**src/rtl/acc_isa_pkg.sv**
```systemverilog
// Shared ISA definitions for the accumulator computer: instruction opcodes,
// the ALU opcode encoding, SKIPCOND condition codes and the sequencer
// state enumeration.
package acc_isa_pkg;

  localparam logic [3:0] OP_NOP   = 4'h0;
  localparam logic [3:0] OP_LOAD  = 4'h1;
  localparam logic [3:0] OP_STORE = 4'h2;
  localparam logic [3:0] OP_ADD   = 4'h3;
  localparam logic [3:0] OP_SUBT  = 4'h4;
  localparam logic [3:0] OP_AND   = 4'h5;
  localparam logic [3:0] OP_OR    = 4'h6;
  localparam logic [3:0] OP_HALT  = 4'h7;
  localparam logic [3:0] OP_SKIP  = 4'h8;
  localparam logic [3:0] OP_JUMP  = 4'h9;
  localparam logic [3:0] OP_CLEAR = 4'hA;

  localparam logic [3:0] ALU_ADD = 4'b0000;
  localparam logic [3:0] ALU_SUB = 4'b0001;
  localparam logic [3:0] ALU_AND = 4'b1000;
  localparam logic [3:0] ALU_OR  = 4'b1001;

  localparam logic [1:0] COND_NEG   = 2'b00;
  localparam logic [1:0] COND_ZERO  = 2'b01;
  localparam logic [1:0] COND_POS   = 2'b10;
  localparam logic [1:0] COND_NEVER = 2'b11;

  typedef enum logic [2:0] {
    S_IDLE,
    S_FETCH,
    S_DECODE,
    S_MEM_RD,
    S_MEM_WR,
    S_WB,
    S_HALTED
  } state_t;

  // Instruction opcode to ALU opcode; non-ALU opcodes map to add.
  function automatic logic [3:0] alu_op_of(input logic [3:0] opc);
    case (opc)
      OP_SUBT: alu_op_of = ALU_SUB;
      OP_AND:  alu_op_of = ALU_AND;
      OP_OR:   alu_op_of = ALU_OR;
      default: alu_op_of = ALU_ADD;
    endcase
  endfunction

endpackage

```
**src/rtl/acc_mem_port.sv**
```systemverilog
// Registered req/ack request port. A one-cycle start pulse loads the request
// (we, addr, wdata) and raises req; everything is held until the ack cycle.
// A start in the ack cycle issues the next request back-to-back.
// Ports:
//   clk, reset_n                      clock, async active-low reset
//   start, start_we/addr/wdata        request issue from the controller
//   mem_ack                           completion from memory
//   mem_req, mem_we, mem_addr, mem_wdata  registered request outputs
//   ack_valid                         ack qualified by an outstanding req
module acc_mem_port
  import acc_isa_pkg::*;
#(
  parameter int ADDR_W = 12,
  parameter int DATA_W = 16
) (
  input  logic              clk,
  input  logic              reset_n,
  input  logic              start,
  input  logic              start_we,
  input  logic [ADDR_W-1:0] start_addr,
  input  logic [DATA_W-1:0] start_wdata,
  input  logic              mem_ack,
  output logic              mem_req,
  output logic              mem_we,
  output logic [ADDR_W-1:0] mem_addr,
  output logic [DATA_W-1:0] mem_wdata,
  output logic              ack_valid
);

  // Acks arriving with no request outstanding (e.g. after reset) are dropped.
  assign ack_valid = mem_req & mem_ack;

  always_ff @(posedge clk or negedge reset_n) begin
    if (!reset_n) begin
      mem_req <= 1'b0;
      mem_we  <= 1'b0;
    end else if (start) begin
      mem_req <= 1'b1;
      mem_we  <= start_we;
    end else if (ack_valid) begin
      mem_req <= 1'b0;
      mem_we  <= 1'b0;
    end
  end

  // Address/data are only meaningful while mem_req is high.
  always_ff @(posedge clk) begin
    if (start) begin
      mem_addr  <= start_addr;
      mem_wdata <= start_wdata;
    end
  end

endmodule

```
**src/rtl/acc_control_sequencer.sv**
```systemverilog
// Fetch/decode/execute sequencer for the 16-bit accumulator computer.
// Owns PC, IR, MBR and AC; reaches memory through acc_mem_port and drives
// the external combinational ALU.
// Ports:
//   clk, reset_n, run                 clock, async active-low reset, run level
//   mem_*                             req/ack memory port
//   alu_op, alu_a, alu_b, alu_result  ALU interface (a = AC, b = MBR)
//   pc, ac                            architectural state
//   halted, illegal, instr_done       status
module acc_control_sequencer
  import acc_isa_pkg::*;
#(
  parameter int                ADDR_W   = 12,
  parameter int                DATA_W   = 16,
  parameter logic [ADDR_W-1:0] RESET_PC = '0
) (
  input  logic              clk,
  input  logic              reset_n,
  input  logic              run,
  output logic              mem_req,
  output logic              mem_we,
  output logic [ADDR_W-1:0] mem_addr,
  output logic [DATA_W-1:0] mem_wdata,
  input  logic [DATA_W-1:0] mem_rdata,
  input  logic              mem_ack,
  output logic [3:0]        alu_op,
  output logic [DATA_W-1:0] alu_a,
  output logic [DATA_W-1:0] alu_b,
  input  logic [DATA_W-1:0] alu_result,
  output logic [ADDR_W-1:0] pc,
  output logic [DATA_W-1:0] ac,
  output logic              halted,
  output logic              illegal,
  output logic              instr_done
);

  localparam logic [ADDR_W-1:0] PC_ONE = ADDR_W'(1);

  state_t state_q, state_d;
  logic [ADDR_W-1:0] pc_q, pc_d;
  logic [DATA_W-1:0] ir_q, ir_d, mbr_q, mbr_d, ac_q, ac_d;
  logic illegal_q, illegal_d;

  logic              start, start_we, ack_valid, retire;
  logic [ADDR_W-1:0] start_addr;
  logic [DATA_W-1:0] start_wdata;

  logic [3:0]               opcode;
  logic [ADDR_W-1:0]        operand;
  logic signed [DATA_W-1:0] ac_s;

  assign opcode  = ir_q[DATA_W-1 -: 4];
  assign operand = ir_q[ADDR_W-1:0];
  assign ac_s    = ac_q;

  function automatic logic skip_taken(input logic [1:0] cc,
                                      input logic signed [DATA_W-1:0] a);
    case (cc)
      COND_NEG:  skip_taken = (a < 0);
      COND_ZERO: skip_taken = (a == 0);
      COND_POS:  skip_taken = (a > 0);
      default:   skip_taken = 1'b0;
    endcase
  endfunction

  acc_mem_port #(.ADDR_W(ADDR_W), .DATA_W(DATA_W)) u_mem_port (
    .clk        (clk),
    .reset_n    (reset_n),
    .start      (start),
    .start_we   (start_we),
    .start_addr (start_addr),
    .start_wdata(start_wdata),
    .mem_ack    (mem_ack),
    .mem_req    (mem_req),
    .mem_we     (mem_we),
    .mem_addr   (mem_addr),
    .mem_wdata  (mem_wdata),
    .ack_valid  (ack_valid)
  );

  always_ff @(posedge clk or negedge reset_n) begin
    if (!reset_n) begin
      state_q   <= S_IDLE;
      pc_q      <= RESET_PC;
      ir_q      <= '0;
      mbr_q     <= '0;
      ac_q      <= '0;
      illegal_q <= 1'b0;
    end else begin
      state_q   <= state_d;
      pc_q      <= pc_d;
      ir_q      <= ir_d;
      mbr_q     <= mbr_d;
      ac_q      <= ac_d;
      illegal_q <= illegal_d;
    end
  end

  // The next fetch request is issued on the transition into FETCH so that
  // req is already high in the first FETCH cycle; its address is pc_d, which
  // already reflects a JUMP target or SKIPCOND increment.
  always_comb begin
    state_d     = state_q;
    pc_d        = pc_q;
    ir_d        = ir_q;
    mbr_d       = mbr_q;
    ac_d        = ac_q;
    illegal_d   = illegal_q;
    start       = 1'b0;
    start_we    = 1'b0;
    start_addr  = pc_q;
    start_wdata = ac_q;
    retire      = 1'b0;
    instr_done  = 1'b0;
    alu_op      = ALU_ADD;

    case (state_q)
      S_IDLE: begin
        if (run) begin
          state_d = S_FETCH;
          start   = 1'b1;
        end
      end
      S_FETCH: begin
        if (ack_valid) begin
          ir_d    = mem_rdata;
          pc_d    = pc_q + PC_ONE;
          state_d = S_DECODE;
        end
      end
      S_DECODE: begin
        case (opcode)
          OP_LOAD, OP_ADD, OP_SUBT, OP_AND, OP_OR: begin
            state_d    = S_MEM_RD;
            start      = 1'b1;
            start_addr = operand;
          end
          OP_STORE: begin
            state_d    = S_MEM_WR;
            start      = 1'b1;
            start_we   = 1'b1;
            start_addr = operand;
          end
          OP_NOP: retire = 1'b1;
          OP_SKIP: begin
            if (skip_taken(ir_q[ADDR_W-1 -: 2], ac_s)) pc_d = pc_q + PC_ONE;
            retire = 1'b1;
          end
          OP_JUMP: begin
            pc_d   = operand;
            retire = 1'b1;
          end
          OP_CLEAR: begin
            ac_d   = '0;
            retire = 1'b1;
          end
          OP_HALT: begin
            instr_done = 1'b1;
            state_d    = S_HALTED;
          end
          default: begin
            illegal_d = 1'b1;
            state_d   = S_HALTED;
          end
        endcase
      end
      S_MEM_RD: begin
        if (ack_valid) begin
          mbr_d   = mem_rdata;
          state_d = S_WB;
        end
      end
      S_MEM_WR: begin
        if (ack_valid) retire = 1'b1;
      end
      S_WB: begin
        alu_op = alu_op_of(opcode);
        ac_d   = (opcode == OP_LOAD) ? mbr_q : alu_result;
        retire = 1'b1;
      end
      S_HALTED: state_d = S_HALTED;
      default:  state_d = S_IDLE;
    endcase

    // run is only sampled here and in IDLE.
    if (retire) begin
      instr_done = 1'b1;
      if (run) begin
        state_d    = S_FETCH;
        start      = 1'b1;
        start_we   = 1'b0;
        start_addr = pc_d;
      end else begin
        state_d = S_IDLE;
      end
    end
  end

  assign alu_a   = ac_q;
  assign alu_b   = mbr_q;
  assign pc      = pc_q;
  assign ac      = ac_q;
  assign halted  = (state_q == S_HALTED);
  assign illegal = illegal_q;

endmodule

```
**config.mk**
```make
export PLATFORM = sky130hd
export DESIGN_NAME = acc_control_sequencer
export DESIGN_NICKNAME = d
export VERILOG_FILES = /design/src/rtl/acc_isa_pkg.sv /design/src/rtl/acc_mem_port.sv /design/src/rtl/acc_control_sequencer.sv
export SDC_FILE = /design/constraint.sdc
export NUM_CORES = 1
export LEC_CHECK = 0
export CAP_MARGIN = 30
export CORE_MARGIN = 2
export CORE_UTILIZATION = 50
export DETAILED_ROUTE_END_ITERATION = 6
export PLACE_DENSITY_LB_ADDON = 0.1
export SYNTH_ARGS = -nofsm -noshare
export SYNTH_HDL_FRONTEND = slang
export SYNTH_SLANG_ARGS = --single-unit
```
**constraint.sdc**
```tcl
create_clock -name clk -period 3.3 [get_ports clk]
set_input_delay 0.66 -clock clk [delete_from_list [all_inputs] [get_ports clk]]
set_output_delay 0.66 -clock clk [all_outputs]
set_load 0.01 [all_outputs]
```
Yosys cells after proc, flatten, opt, wreduce, memory -nomap -nowiden
Cells that the tools add are included.
{"block": "totals", "register_bits": 94, "latch_bits": 0, "ram_bits": 0, "rom_bits": 0, "inputBits": 36, "out_inout_bits": 97, "wordCells": 96, "memories": 0}
{"block": "classes", "n_addsub": 1, "multipliers": 0, "n_div": 0, "n_lt_le_gt_ge": 2, "n_eq_ne": 24, "shift": 0, "n_mux": 41, "n_bitwise": 2, "reduce_logical": 16}
{"cell": "$mux W12", "count": 6}
{"cell": "$pmux W12 S2", "count": 2}
{"cell": "$logic_not A32 Y1", "count": 1}
{"cell": "$mux W16", "count": 2}
{"cell": "$pmux W16 S2", "count": 1}
{"cell": "$mux W1", "count": 19}
{"cell": "$pmux W3 S6", "count": 1}
{"cell": "$eq A4 B3 Y1 const B", "count": 4}
{"cell": "$gt A16 B1 Y1 const B", "count": 1}
{"cell": "$lt A16 B1 Y1 const B", "count": 1}
{"cell": "$add A12 B1 Y12 const B", "count": 1}
{"cell": "$eq A4 B4 Y1 const B", "count": 3}
{"cell": "$mux W3", "count": 4}
{"cell": "$ne A3 B3 Y1 const B", "count": 4}
{"cell": "$pmux W4 S3", "count": 1}
{"cell": "$reduce_or A11 Y1", "count": 1}
{"cell": "$eq A3 B3 Y1 const B", "count": 3}
{"cell": "$pmux W3 S3", "count": 1}
{"cell": "$eq A4 B2 Y1 const B", "count": 2}
{"cell": "$reduce_and A2 Y1", "count": 4}
{"cell": "$eq A3 B2 Y1 const B", "count": 2}
{"cell": "$pmux W1 S3", "count": 2}
{"cell": "$reduce_or A6 Y1", "count": 1}
{"cell": "$reduce_and A5 Y1", "count": 1}
{"cell": "16 further kinds", "count": 18}

Logic depth before layout (Yosys ltp)
Gate-level depths: netlist of run 1.
{"block": "depth", "ltp_word": 9, "mapped_depth": 9, "depth_no_buf": 7}

By module
A second synthesis of run 1 with hierarchy kept.
{"block": "unflattened", "hier_cells": 527, "area_unflattened_um2": 5171.2}
{"mod": "acc_control_sequencer", "instances": 1, "cells_each": 491, "area_each_um2": 4240.3, "seq_area_each_um2": 1601.5}
{"mod": "acc_mem_port", "instances": 1, "cells_each": 36, "area_each_um2": 930.9, "seq_area_each_um2": 890.9}

Least setup slack after synthesis of run 1
OpenSTA, ideal clock, no wires.
{"block": "synth_path", "path_kind": "input to register", "startpoint": "in mem_ack", "endpoint": "reg u_mem_port.mem_addr[0] (enable)", "setup_time_ns": 0.531, "arrival_time_ns": 2.283, "required_ns": 2.769, "path_slack_ns": 0.486, "stages": 6, "path_buffers": 2, "cell_sequence": "and2_1 > clkbuf_1 > o211a_1 > a41oi_1 > buf_2 > nand3_1"}
{"block": "synth_via", "elab_chain_len": 4}
{"element": "start, declared", "line_no": "acc_control_sequencer.sv:25", "rtl": "input logic mem_ack,"}
{"element": "$and A1 B1 Y1", "line_no": "acc_mem_port.sv:31", "rtl": "assign ack_valid = mem_req & mem_ack;"}
{"element": "$mux W1", "line_no": "acc_control_sequencer.sv:174", "rtl": "if (ack_valid) retire = 1'b1;"}
{"element": "$pmux W1 S3", "line_no": "acc_control_sequencer.sv:117", "rtl": "case (state_q)"}
{"element": "$mux W1", "line_no": "acc_control_sequencer.sv:186", "rtl": "if (retire) begin"}
{"element": "via start", "line_no": "acc_control_sequencer.sv:44", "rtl": "logic start, start_we, ack_valid, retire;"}
{"element": "end signal, assigned", "line_no": "acc_mem_port.sv:49", "rtl": "mem_addr <= start_addr;"}
{"element": "end, declared", "line_no": "acc_mem_port.sv:25", "rtl": "output logic [ADDR_W-1:0] mem_addr,"}
The timed path passes the listed nets, and every way through them passes these cells.
A chain may end at the register's enable or synchronous reset.

Final worst setup path of run 1
{"block": "layout_path", "startpoint": "reg ir_q[13]", "endpoint": "out instr_done"}
{"block": "layout_via", "elab_chain_len": 5, "elab_cells_between_ends": 11, "cone_classes": "eq/ne: 4; mux: 5; reduce/logical: 2"}
{"element": "start, declared", "line_no": "acc_control_sequencer.sv:41", "rtl": "logic [DATA_W-1:0] ir_q, ir_d, mbr_q, mbr_d, ac_q, ac_d;"}
{"element": "start signal, assigned", "line_no": "acc_control_sequencer.sv:92", "rtl": "ir_q <= ir_d;"}
{"element": "$eq A4 B4 Y1 or $logic_not A4 Y1 (tied branches)", "line_no": "acc_control_sequencer.sv:132", "rtl": "case (opcode)"}
{"element": "$reduce_or A4 Y1 (no line)"}
{"element": "$mux W1", "line_no": "acc_control_sequencer.sv:132"}
{"element": "$pmux W1 S3", "line_no": "acc_control_sequencer.sv:117"}
{"element": "$mux W1 (*)", "line_no": "acc_control_sequencer.sv:186"}
{"element": "end, declared", "line_no": "acc_control_sequencer.sv:34", "rtl": "output logic instr_done"}
Every way passes the cells marked *; elsewhere a longest branch is shown, timed or not.

==> results.md, run 1 <==
* Root buffer cell: clkbuf_8
* Unique masters post-synth at 72
* Reg-to-reg slack, setup at 530 ps
* Net switching power at 2.40 mW
* Register area share after synthesis at 48.2%
* Reg2reg start: ac[1]
* Hold/Removal Path Class: in -> async
* Seq pwr share at 39.7%
* H-tree Lvls at 3
* Largest net degree at the start of global routing at 25
* Count leader, synth: nand2_1
* Final setup viols at 0
* Layout cells sized above 1 at 11.0%
* RSZ-0062 raised after global routing: no
* Nets at 671
* Vias per cell at 5.71
* Worst-path fanout max at 13
* Status: finished, final reports clean
* Max cap viols at 0
* Clock Skew at 8.78 ps
* I/O pin count at 133
* Dominant synthesized flop cell: dfrtp_1
* Die Area at 11200 sq um
* Gr ovfl total at 0
* Initial Utilization at 50.7%
* Post-CTS Hold Fix Bufs at 0
* EDFF count, synth at 28
* Clock latency on the worst-skew pair at 370 ps
* FP Rows at 37
* Chip Height at 106 um
* WHS at 273 ps
* First-pass GRT wire length at 22800 um
* Synth area leader: dfrtp_1
* Final period utilization at 96.6%
* Fin cells at 775
* Worst-path clk slew at 90 ps
* Combinational Power Share at 48.3%
* Final worst setup slack at 112 ps
* Slowest CP cell: clkdlybuf4s50_1
* Tot GR Track Use at 26.1%
* Gp weighted congestion at 0.957
* PD cells at 896 nW/um^2
* Worst path most repeated cell: o21ai_0
* Vias in the first global route at 4386
* Clk network pwr share at 12.0%
* Maximum clock path buffer count at 2
* Final antenna-violating net count at 0
* First-pass DRT Iterations at 6
* Leakage power at 2.74 nW
* Syn avg cell area at 9.75 sq um
* CTS tree: done
* Detailed-route via count at 4429
* CP Data Required Time at 2640 ps
* Slew headroom at 35.7%
* Worst-path cell chain: nor2b_1, o21ai_0, nand2_1, o31a_1, o21ai_0, clkdlybuf4s50_1
* Worst setup SP type: flop
* Utilization after layout at 65.3%
* Synthesized cell area at 5170 sq um
* Synthesized flop and latch total at 94
* Element type at the critical path end: output pin
* DR WL/cell at 18.2 um
* Die X at 106 um
* Cts bufs inserted at 9
* DR DRC count at 0
* Slowest stage delay, CP at 560 ps
* Post-CTS setup buffers at 0
* Synth async-reset ratio at 70.2%
* CTS sink count at 94
* Hold violation total from the final report at 0
* R2R depth at 6
* Drt total wl at 14100 um
* Initial antenna violation count at 0
* Post-Synthesis Cells at 530
* Fmax at 314 MHz
* Number of synthesis warnings at 0
* Layout overhead on the synthesized area at 28.7%
* Resize count post-CTS at 0
* Reg-to-reg critical path endpoint: u_mem_port.mem_addr[4]
* Dpl cells at 759
* Ant diodes at 0
* Fin crit period at 3190 ps
* CORE AREA at 10200 sq um
* Synth top area cells: dfrtp_1 (32%), edfxtp_1 (16%), nand2_1 (6.2%)
* PortBufs at 130
* Hpwl dp at 10200 um
* Setup TNS at 0 ps
* Worst Tran Pin Value at 962 ps
* VDD IR max at 0.484 mV
* Setup CP Type: reg -> out
* Internal Pwr Total at 3.56 mW
* Yosys top cell area share at 32.0%
* DRT iter0 DRCs at 256
* Max-slew violation count at 0
* Crit path DAT at 2530 ps
* Commonest cells post-synth: nand2_1 (85), dfrtp_1 (66), nor2_1 (37), o21ai_0 (34), mux2i_1 (30)
* Post-Place Worst Slack at 436 ps
* Sw frac at 40.3%
layer usage:
layer / share of wire, % / vias up / track usage (%)
li1: - / 2109 / -
met5: 0 / - / 0
met1: 43 / 2122 / 34.6
met3: 6.5 / 30 / 4.58
met4: 2.4 / 0 / 9.59
met2: 48 / 168 / 43.1
layout by cell type (no fill, tap or decap), types with 5 or more instances in the layout:
master / count
clkbuf_8: 10
dfrtp_1: 66
edfxtp_1: 28
inv_1: 11
nor3_1: 10
nor2_1: 36
clkdlybuf4s50_1: 129
buf_4: 19
a21oi_1: 18
a21o_1: 5
o211ai_1: 5
nand3_1: 15
nor4_1: 10
mux2i_1: 30
a31oi_1: 7
mux2_2: 21
nor3b_1: 5
nand2_1: 85
o21ai_0: 34
cells by family (layout without fill, tap and decap cells):
group	count (synthesis)	count (layout)	synth area share (%)
simple gates	196	196	18.1
compound gates	113	113	14.8
flops	94	94	48.2
buf+inv	68	176	6.88
mux	53	53	10.9
xor+xnor	4	4	0.678
fa+ha+maj	1	1	0.242
other cells	1	2	0.0726
layout make-up:
| cell class | instances | area [sq um] |
|---|---|---|
| clock buffer | 12 | 145 |
| clock inverter | 4 | 28.8 |
| fill | 833 | 3540 |
| inverter | 11 | 41.3 |
| multi-input combinational | 369 | 2330 |
| sequential | 94 | 2490 |
| tap | 136 | 170 |
| timing repair buffer | 149 | 1440 |
sequential cells by signal, indices dropped and copies added, names as in the netlist:
| register | cells |
|---|---|
| illegal | 1 |
| u_mem_port.mem_wdata | 16 |
| u_mem_port.mem_we | 1 |
| alu_b | 16 |
| ac | 16 |
| ir_q | 16 |
| u_mem_port.mem_addr | 12 |
| pc | 12 |
| u_mem_port.mem_req | 1 |
| state_q | 3 |
per-stage QoR:
step,total power [mW],cell area [sq um]
2_1_floorplan,3.90,5170
3_3_place_gp,5.19,6470
3_5_place_dp,5.27,6470
4_1_cts,5.98,6650
5_1_grt,6.35,6650
6_report,5.96,6650
power groups by stage:
| stage | Clock, mW | Combinational (mW) | Sequential, mW |
|---|---|---|---|
| 2_1_floorplan | 0 | 1.61 | 2.29 |
| 3_3_place_gp | 0 | 2.83 | 2.36 |
| 3_5_place_dp | 0 | 2.88 | 2.38 |
| 4_1_cts | 0.728 | 2.89 | 2.36 |
| 5_1_grt | 0.774 | 3.12 | 2.45 |
| 6_report | 0.713 | 2.88 | 2.37 |
worst max path at each step:
| stage | start | to | slack [ps] | depth (start not counted) |
|---|---|---|---|---|
| 3_5_place_dp | mem_ack | u_mem_port.mem_addr[1] | 440 | 8 |
| 3_3_place_gp | mem_ack | instr_done | 450 | 5 |
| 5_1_grt | ir_q[13] | instr_done | 9 | 6 |
| 2_1_floorplan | mem_ack | u_mem_port.mem_addr[0] | 490 | 6 |
| 6_report | ir_q[13] | instr_done | 110 | 6 |
| 4_1_cts | ir_q[13] | instr_done | 120 | 6 |
critical path: cells and delay by family, from the launching register on:
kind / cells / cell delay [ps]
flip-flops: 1 / 550
buffers and inverters: 1 / 560
AO/OA/AOI/OAI: 3 / 650
AND/OR/NAND/NOR: 2 / 410
Note: power is estimated with default switching activity, not from simulation.
==> run 2, diff against run 1 <==
--- a/config.mk
+++ b/config.mk
@@ -7,9 +7,10 @@
 export LEC_CHECK = 0
 export CAP_MARGIN = 30
 export CORE_MARGIN = 2
-export CORE_UTILIZATION = 50
+export CORE_UTILIZATION = 51
+export CTS_BUF_LIST = sky130_fd_sc_hd__clkbuf_4 sky130_fd_sc_hd__clkbuf_8
 export DETAILED_ROUTE_END_ITERATION = 6
-export PLACE_DENSITY_LB_ADDON = 0.1
+export PLACE_DENSITY = 0.83
 export SYNTH_ARGS = -nofsm -noshare
 export SYNTH_HDL_FRONTEND = slang
 export SYNTH_SLANG_ARGS = --single-unit
==> run 2 against run 1 <==
Clock power up 3.5%. Register-to-register slack got worse by 30 ps. Power increased by 1.6%. Non-clock buffer count down 1. Design area is 0.40% higher. Critical path depth unchanged. Global-route usage increased by 0.66 points. Hold slack got worse by 2.7 ps. Combinational power rose by 3%. Worst setup slack improved by 86 ps. Critical endpoint unchanged. Highest routed layer unchanged.
==> results.md, run 2 (synthesis gave the netlist of run 1 again) <==
* Initial antenna violation count at 0 (unchanged)
* Reg2reg start: ac[10] (was ac[1])
* Maximum clock path buffer count at 2 (unchanged)
* DRT iter0 DRCs at 435 (was 256)
* Clock latency on the worst-skew pair at 370 ps (about the same)
* RSZ-0062 raised after global routing: no (unchanged)
* CP Buf/Inv Count at 1 (unchanged)
* Detailed-route via count at 4581 (was 4429)
* Crit path max-delay family: flip-flops (was compound AO/OA/AOI/OAI gates)
* Post-CTS setup buffers at 0 (unchanged)
* CTS sink count at 94 (unchanged)
* Clock Skew at 7.97 ps (was 8.78 ps)
* Leakage power at 2.75 nW (was 2.74 nW)
* Final antenna-violating net count at 0 (unchanged)
* Root buffer cell: clkbuf_8 (unchanged)
* Max cap viols at 0 (unchanged)
* Layout overhead on the synthesized area at 29.2% (was 28.7%)
* PD cells at 907 nW/um^2 (was 896 nW/um^2)
* Worst-path fanout max at 13 (unchanged)
* Largest net degree at the start of global routing at 46 (was 25)
* Drt total wl at 14700 um (was 14100 um)
* Chip Height at 105 um (was 106 um)
* Layout cells sized above 1 at 11.1% (was 11.0%)
* Hold violation total from the final report at 0 (unchanged)
* Die Area at 11000 sq um (was 11200 sq um)
* Worst-path cell chain: nor2b_1, o21ai_1, nand2_1, o31a_1, o21ai_0, clkdlybuf4s50_1 (was nor2b_1, o21ai_0, nand2_1, o31a_1, o21ai_0, clkdlybuf4s50_1)
* Cts bufs inserted at 9 (unchanged)
* Gr ovfl total at 0 (unchanged)
* DR DRC count at 0 (unchanged)
* Initial Utilization at 52.6% (was 50.7%)
* Tot GR Track Use at 26.8% (was 26.1%)
* First-pass GRT wire length at 23300 um (was 22800 um)
* Crit path DAT at 2440 ps (was 2530 ps)
* First-pass DRT Iterations at 5 (was 6)
* Max-slew violation count at 0 (unchanged)
* Status: finished, final reports clean (unchanged)
* Element type at the critical path end: output pin (unchanged)
* CP Data Required Time at 2640 ps (about the same)
* Final period utilization at 94.0% (was 96.6%)
* Most common cell after layout, fill and taps aside: clkdlybuf4s50_1 (unchanged)
* Utilization after layout at 68.0% (was 65.3%)
* Hold/Removal Path Class: in -> async (unchanged)
* Setup TNS at 0 ps (unchanged)
* Fmax at 322 MHz (was 314 MHz)
* Worst-path clk slew at 100 ps (was 90 ps)
* Worst Tran Pin Value at 717 ps (was 962 ps)
* Vias per cell at 5.94 (was 5.71)
* CTS tree: done (unchanged)
* I/O pin count at 133 (unchanged)
* Slowest CP cell: dfrtp_1 (was clkdlybuf4s50_1)
* Setup CP Type: reg -> out (unchanged)
* H-tree Lvls at 3 (unchanged)
* Register Area at 2490 sq um (unchanged)
* Most frequent cells in the layout: clkdlybuf4s50_1 (129), nand2_1 (85), dfrtp_1 (66) (unchanged)
* Slew headroom at 52.2% (was 35.7%)
* Vias in the first global route at 4315 (was 4386)
* Fin crit period at 3100 ps (was 3190 ps)
* Ant diodes at 0 (unchanged)
* Nets at 670 (was 671)
* Slowest stage delay, CP at 570 ps (was 560 ps)
* Gp weighted congestion at 0.940 (was 0.957)
* DR WL/cell at 19.1 um (was 18.2 um)
* CORE AREA at 9820 sq um (was 10200 sq um)
* Multi-input gate area at 2340 sq um (was 2330 sq um)
* Die X at 105 um (was 106 um)
* Hpwl dp at 10500 um (was 10200 um)
* VDD IR max at 0.459 mV (was 0.484 mV)
* Worst setup SP type: flop (unchanged)
* PortBufs at 130 (unchanged)
* CP Launch Point: ir_q[13] (unchanged)
* # fillers at 776 (was 833)
* FP Rows at 36 (was 37)
* Final setup viols at 0 (unchanged)
run 2: what timing repair did:
| action | in CTS | in global routing |
|---|---|---|
| hold buffers | 0 | 0 |
| resized for setup | 0 | 1 |
| setup endpoints to repair | 0 | 1 |
run 2: path summary, 6_finish.rpt:
path	cells after the start	end	slack, ps
worst min register to register	1	illegal	490
min in group clk	1	illegal	490
worst max-delay path	6	instr_done	200
worst max register to register	6	u_mem_port.mem_addr[4]	500
worst min-delay path	1	pc[0]	270
max in group asynchronous	2	state_q[1]	2390
run 2: layer usage:
metal	vias to the layer above	share of wire, %	global-route usage, %
met5	-	0	0
met4	0	2.0	7.81
met3	34	8.2	5.30
met2	217	49	45.1
met1	2234	41	35.2
li1	2096	-	-
run 2: final cells by class:
type                            instances  share of cell area, %
Sequential cell                        94                   37.3
Clock buffer                           10                   2.06
Tap cell                              133                   2.49
Timing Repair Buffer                  148                   21.7
Clock inverter                          6                  0.656
Multi-Input combinational cell        369                   35.1
Inverter                               11                  0.619
run 2: per-stage QoR:
step / instance area, sq um / setup slack [ps] / power [mW] / hold slack, ps / instances
finish: 6680 / 198 / 6.05 / 270 / 771
global route: 6680 / 17.5 / 6.39 / 306 / 771
CTS: 6660 / 90.2 / 6.03 / 282 / 770
detailed placement: 6480 / 431 / 5.30 / 466 / 754
global placement: 6480 / 491 / 5.19 / 473 / 754
floorplan: 5170 / 486 / 3.90 / 364 / 531
run 2: worst reg2reg max path: cells and delay by family, from the launching register on:
kind | cells | cell delay, ps
simple gates | 2 | 920
mux | 1 | 600
compound gates | 3 | 590
flops | 1 | 440
run 2: power by group:
part / switching [mW] / internal, mW / total [mW]
Combinational: 1.46 / 1.50 / 2.96
Clock: 0.436 / 0.302 / 0.738
Sequential: 0.588 / 1.77 / 2.36
==> run 3, diff against run 2 <==
--- a/config.mk
+++ b/config.mk
@@ -13,4 +13,5 @@
 export PLACE_DENSITY = 0.83
 export SYNTH_ARGS = -nofsm -noshare
 export SYNTH_HDL_FRONTEND = slang
+export SYNTH_HIERARCHICAL = 1
 export SYNTH_SLANG_ARGS = --single-unit
==> run 3 against run 2 <==
Via count shrank 2.2%. Wire length down 0.17%. Cell count is 0.13% higher. Largest cell class unchanged. Hold slack improved by 99 ps. Largest power group unchanged. Highest routed layer unchanged. Clock-buffer cell count is the same. Non-clock buffer count rose by 2. Sequential cell count unchanged. Synthesized cell count fell by 0.57%. Sequential share of layout area fell by 0.18 points. Design area up 0.54%. Area after synthesis hardly changed.
==> results.md, run 3 <==
* PortBufs at 130 (unchanged)
* Dominant synthesized flop cell: dfrtp_1 (unchanged)
* Maximum clock path buffer count at 2 (unchanged)
* Synthesized flop and latch total at 94 (unchanged)
* Count leader, synth: nand2_1 (unchanged)
* RSZ-0062 raised after global routing: no (unchanged)
* Net switching power at 2.45 mW (was 2.48 mW)
* Clk network pwr share at 13.0% (was 12.2%)
* Status: finished, final reports clean (unchanged)
* PD cells at 892 nW/um^2 (was 907 nW/um^2)
* Clock latency on the worst-skew pair at 380 ps (was 370 ps)
* Synthesized cell area at 5170 sq um (about the same)
* Worst-path clk slew at 110 ps (was 100 ps)
* DRT iter0 DRCs at 268 (was 435)
* Slew headroom at 44.2% (was 52.2%)
* Most common cell after layout, fill and taps aside: clkdlybuf4s50_1 (unchanged)
* CP Data Required Time at 2640 ps (about the same)
* Hold/Removal Path Class: in -> async (unchanged)
* Worst-path fanout max at 8 (was 13)
* CTS tree: done (unchanged)
* Die X at 105 um (about the same)
* Drt total wl at 14700 um (about the same)
* Internal Pwr Total at 3.53 mW (was 3.57 mW)
* Post-Synthesis Cells at 527 (was 530)
* Layout overhead on the synthesized area at 29.8% (was 29.2%)
* Syn avg cell area at 9.81 sq um (was 9.75 sq um)
* Ant diodes at 0 (unchanged)
* First-pass DRT Iterations at 5 (unchanged)
* Reg-to-reg slack, setup at 430 ps (was 500 ps)
* Combinational Power Share at 48.6% (was 48.9%)
* DR DRC count at 0 (unchanged)
* Worst Tran Pin Value at 826 ps (was 717 ps)
* Most frequent cells in the layout: clkdlybuf4s50_1 (129), nand2_1 (101), dfrtp_1 (65) (was clkdlybuf4s50_1 (129), nand2_1 (85), dfrtp_1 (66))
* Max cap viols at 0 (unchanged)
* Hpwl dp at 10800 um (was 10500 um)
* Setup CP Type: reg -> out (unchanged)
* Worst setup SP type: flop (unchanged)
* Initial antenna violation count at 0 (unchanged)
* Fin crit period at 3110 ps (was 3100 ps)
* First-pass GRT wire length at 23700 um (was 23300 um)
* Register area share after synthesis at 48.2% (about the same)
* Final antenna-violating net count at 0 (unchanged)
* Reg-to-reg critical path endpoint: u_mem_port/mem_addr[11] (was u_mem_port.mem_addr[4])
* Cts bufs inserted at 9 (unchanged)
* I/O pin count at 133 (unchanged)
* Nets at 671 (was 670)
* Vias per cell at 5.80 (was 5.94)
* Synth async-reset ratio at 70.2% (unchanged)
* Max-slew violation count at 0 (unchanged)
* Number of synthesis warnings at 6 (was 0)
* Post-CTS Hold Fix Bufs at 0 (unchanged)
* Synth top area cells: dfrtp_1 (32%), edfxtp_1 (16%), nand2_1 (7.3%) (was dfrtp_1 (32%), edfxtp_1 (16%), nand2_1 (6.2%))
* CORE AREA at 9820 sq um (unchanged)
* Seq pwr share at 38.3% (was 38.9%)
* Utilization after layout at 68.3% (was 68.0%)
* Unique masters post-synth at 70 (was 72)
* Post-CTS setup buffers at 0 (unchanged)
* H-tree Lvls at 3 (unchanged)
* Yosys top cell area share at 31.9% (was 32.0%)
* Gp weighted congestion at 0.897 (was 0.940)
* Vias in the first global route at 4451 (was 4315)
* Final period utilization at 94.3% (was 94.0%)
* DR WL/cell at 19.1 um (about the same)
* Largest net degree at the start of global routing at 36 (was 46)
* FP Rows at 36 (unchanged)
* Clock Skew at 15.9 ps (was 7.97 ps)
* Final setup viols at 0 (unchanged)
* Gr ovfl total at 0 (unchanged)
* Sw frac at 41.0% (was 41.1%)
* Layout cells sized above 1 at 11.7% (was 11.1%)
* Die Area at 11000 sq um (about the same)
* Chip Height at 105 um (about the same)
* Setup TNS at 0 ps (unchanged)
* Hold violation total from the final report at 0 (unchanged)
* CTS sink count at 94 (unchanged)
* Initial Utilization at 52.7% (was 52.6%)
* Element type at the critical path end: output pin (unchanged)
* Synth area leader: dfrtp_1 (unchanged)
* Root buffer cell: clkbuf_8 (unchanged)
* Detailed-route via count at 4481 (was 4581)
* Leakage power at 2.73 nW (was 2.75 nW)
* EDFF count, synth at 28 (unchanged)
* Tot GR Track Use at 27.4% (was 26.8%)
* VDD IR max at 0.521 mV (was 0.459 mV)
* Fmax at 321 MHz (was 322 MHz)
* R2R depth at 6 (unchanged)
* # fillers at 826 (was 776)
* Crit path DAT at 2450 ps (was 2440 ps)
* Resize count post-CTS at 0 (unchanged)
* Reg2reg start: ac[1] (was ac[10])
* Commonest cells post-synth: nand2_1 (101), dfrtp_1 (66), o21ai_0 (37), edfxtp_1 (28) (was nand2_1 (85), dfrtp_1 (66), nor2_1 (37), o21ai_0 (34), mux2i_1 (30))
[run 3: cell type report]
class | instances | area (sq um) | area share [%]
Clock buffer | 10 | 138 | 2.05
Clock inverter | 6 | 63.8 | 0.951
Inverter | 10 | 37.5 | 0.559
Multi-Input combinational cell | 369 | 2370 | 35.3
Sequential cell | 94 | 2490 | 37.2
Tap cell | 133 | 166 | 2.48
Timing Repair Buffer | 150 | 1450 | 21.6
[run 3: how the worst max path moves through the flow]
stage / from / to / slack [ps] / cells after the start
after detailed placement: mem_ack / u_mem_port/mem_addr[10] / 250 / 8
after global routing: ir_q[15] / instr_done / 110 / 6
after global placement: mem_ack / u_mem_port/mem_addr[10] / 310 / 8
final: ir_q[15] / instr_done / 190 / 6
after floorplan: mem_ack / u_mem_port/mem_we / 350 / 8
after CTS: ir_q[15] / instr_done / 120 / 6
[run 3: power by group through the flow]
stage / logic (mW) / clock network (mW) / registers (mW)
after CTS: 2.92 / 0.782 / 2.29
after floorplan: 1.67 / 0 / 2.22
after global routing: 3.16 / 0.835 / 2.38
after global placement: 2.83 / 0 / 2.28
after detailed placement: 2.92 / 0 / 2.32
final: 2.91 / 0.779 / 2.30
[run 3: metal layers]
metal / share of wire, % / wire, um / track usage [%]
met5: 0 / 0 / 0
met4: 2.0 / 295 / 7.81
met3: 6.3 / 931 / 4.74
met2: 49 / 7150 / 45.5
met1: 43 / 6330 / 37.2
[run 3: critical path, cell delays in order, from the launching register on]
cell and delay [ps]:
dfrtp_2 460, inv_1 140, maj3_1 380, or2_2 300
a21oi_1 140, or2_2 130, clkdlybuf4s50_1 530
[run 3: stage by stage]
step                      cells  area (sq um)  setup WS (ps)  total power, mW  hold WS (ps)
after floorplan             528          5170            350             3.89           364
after global placement      756          6510            305             5.11           469
after global routing        772          6710            106             6.37           432
final                       772          6710            188             5.99           369
after CTS                   772          6710            123             5.99           405
after detailed placement    756          6510            248             5.23           473
[run 3: cell families after synthesis]
family	after synthesis	share of synthesized area [%]
compound gates	130	17.4
simple gates	185	17.4
fa+ha+maj	2	0.435
mux	43	8.73
buf+inv	65	6.53
flops	94	48.2
other cells	1	0.0725
xor+xnor	7	1.19
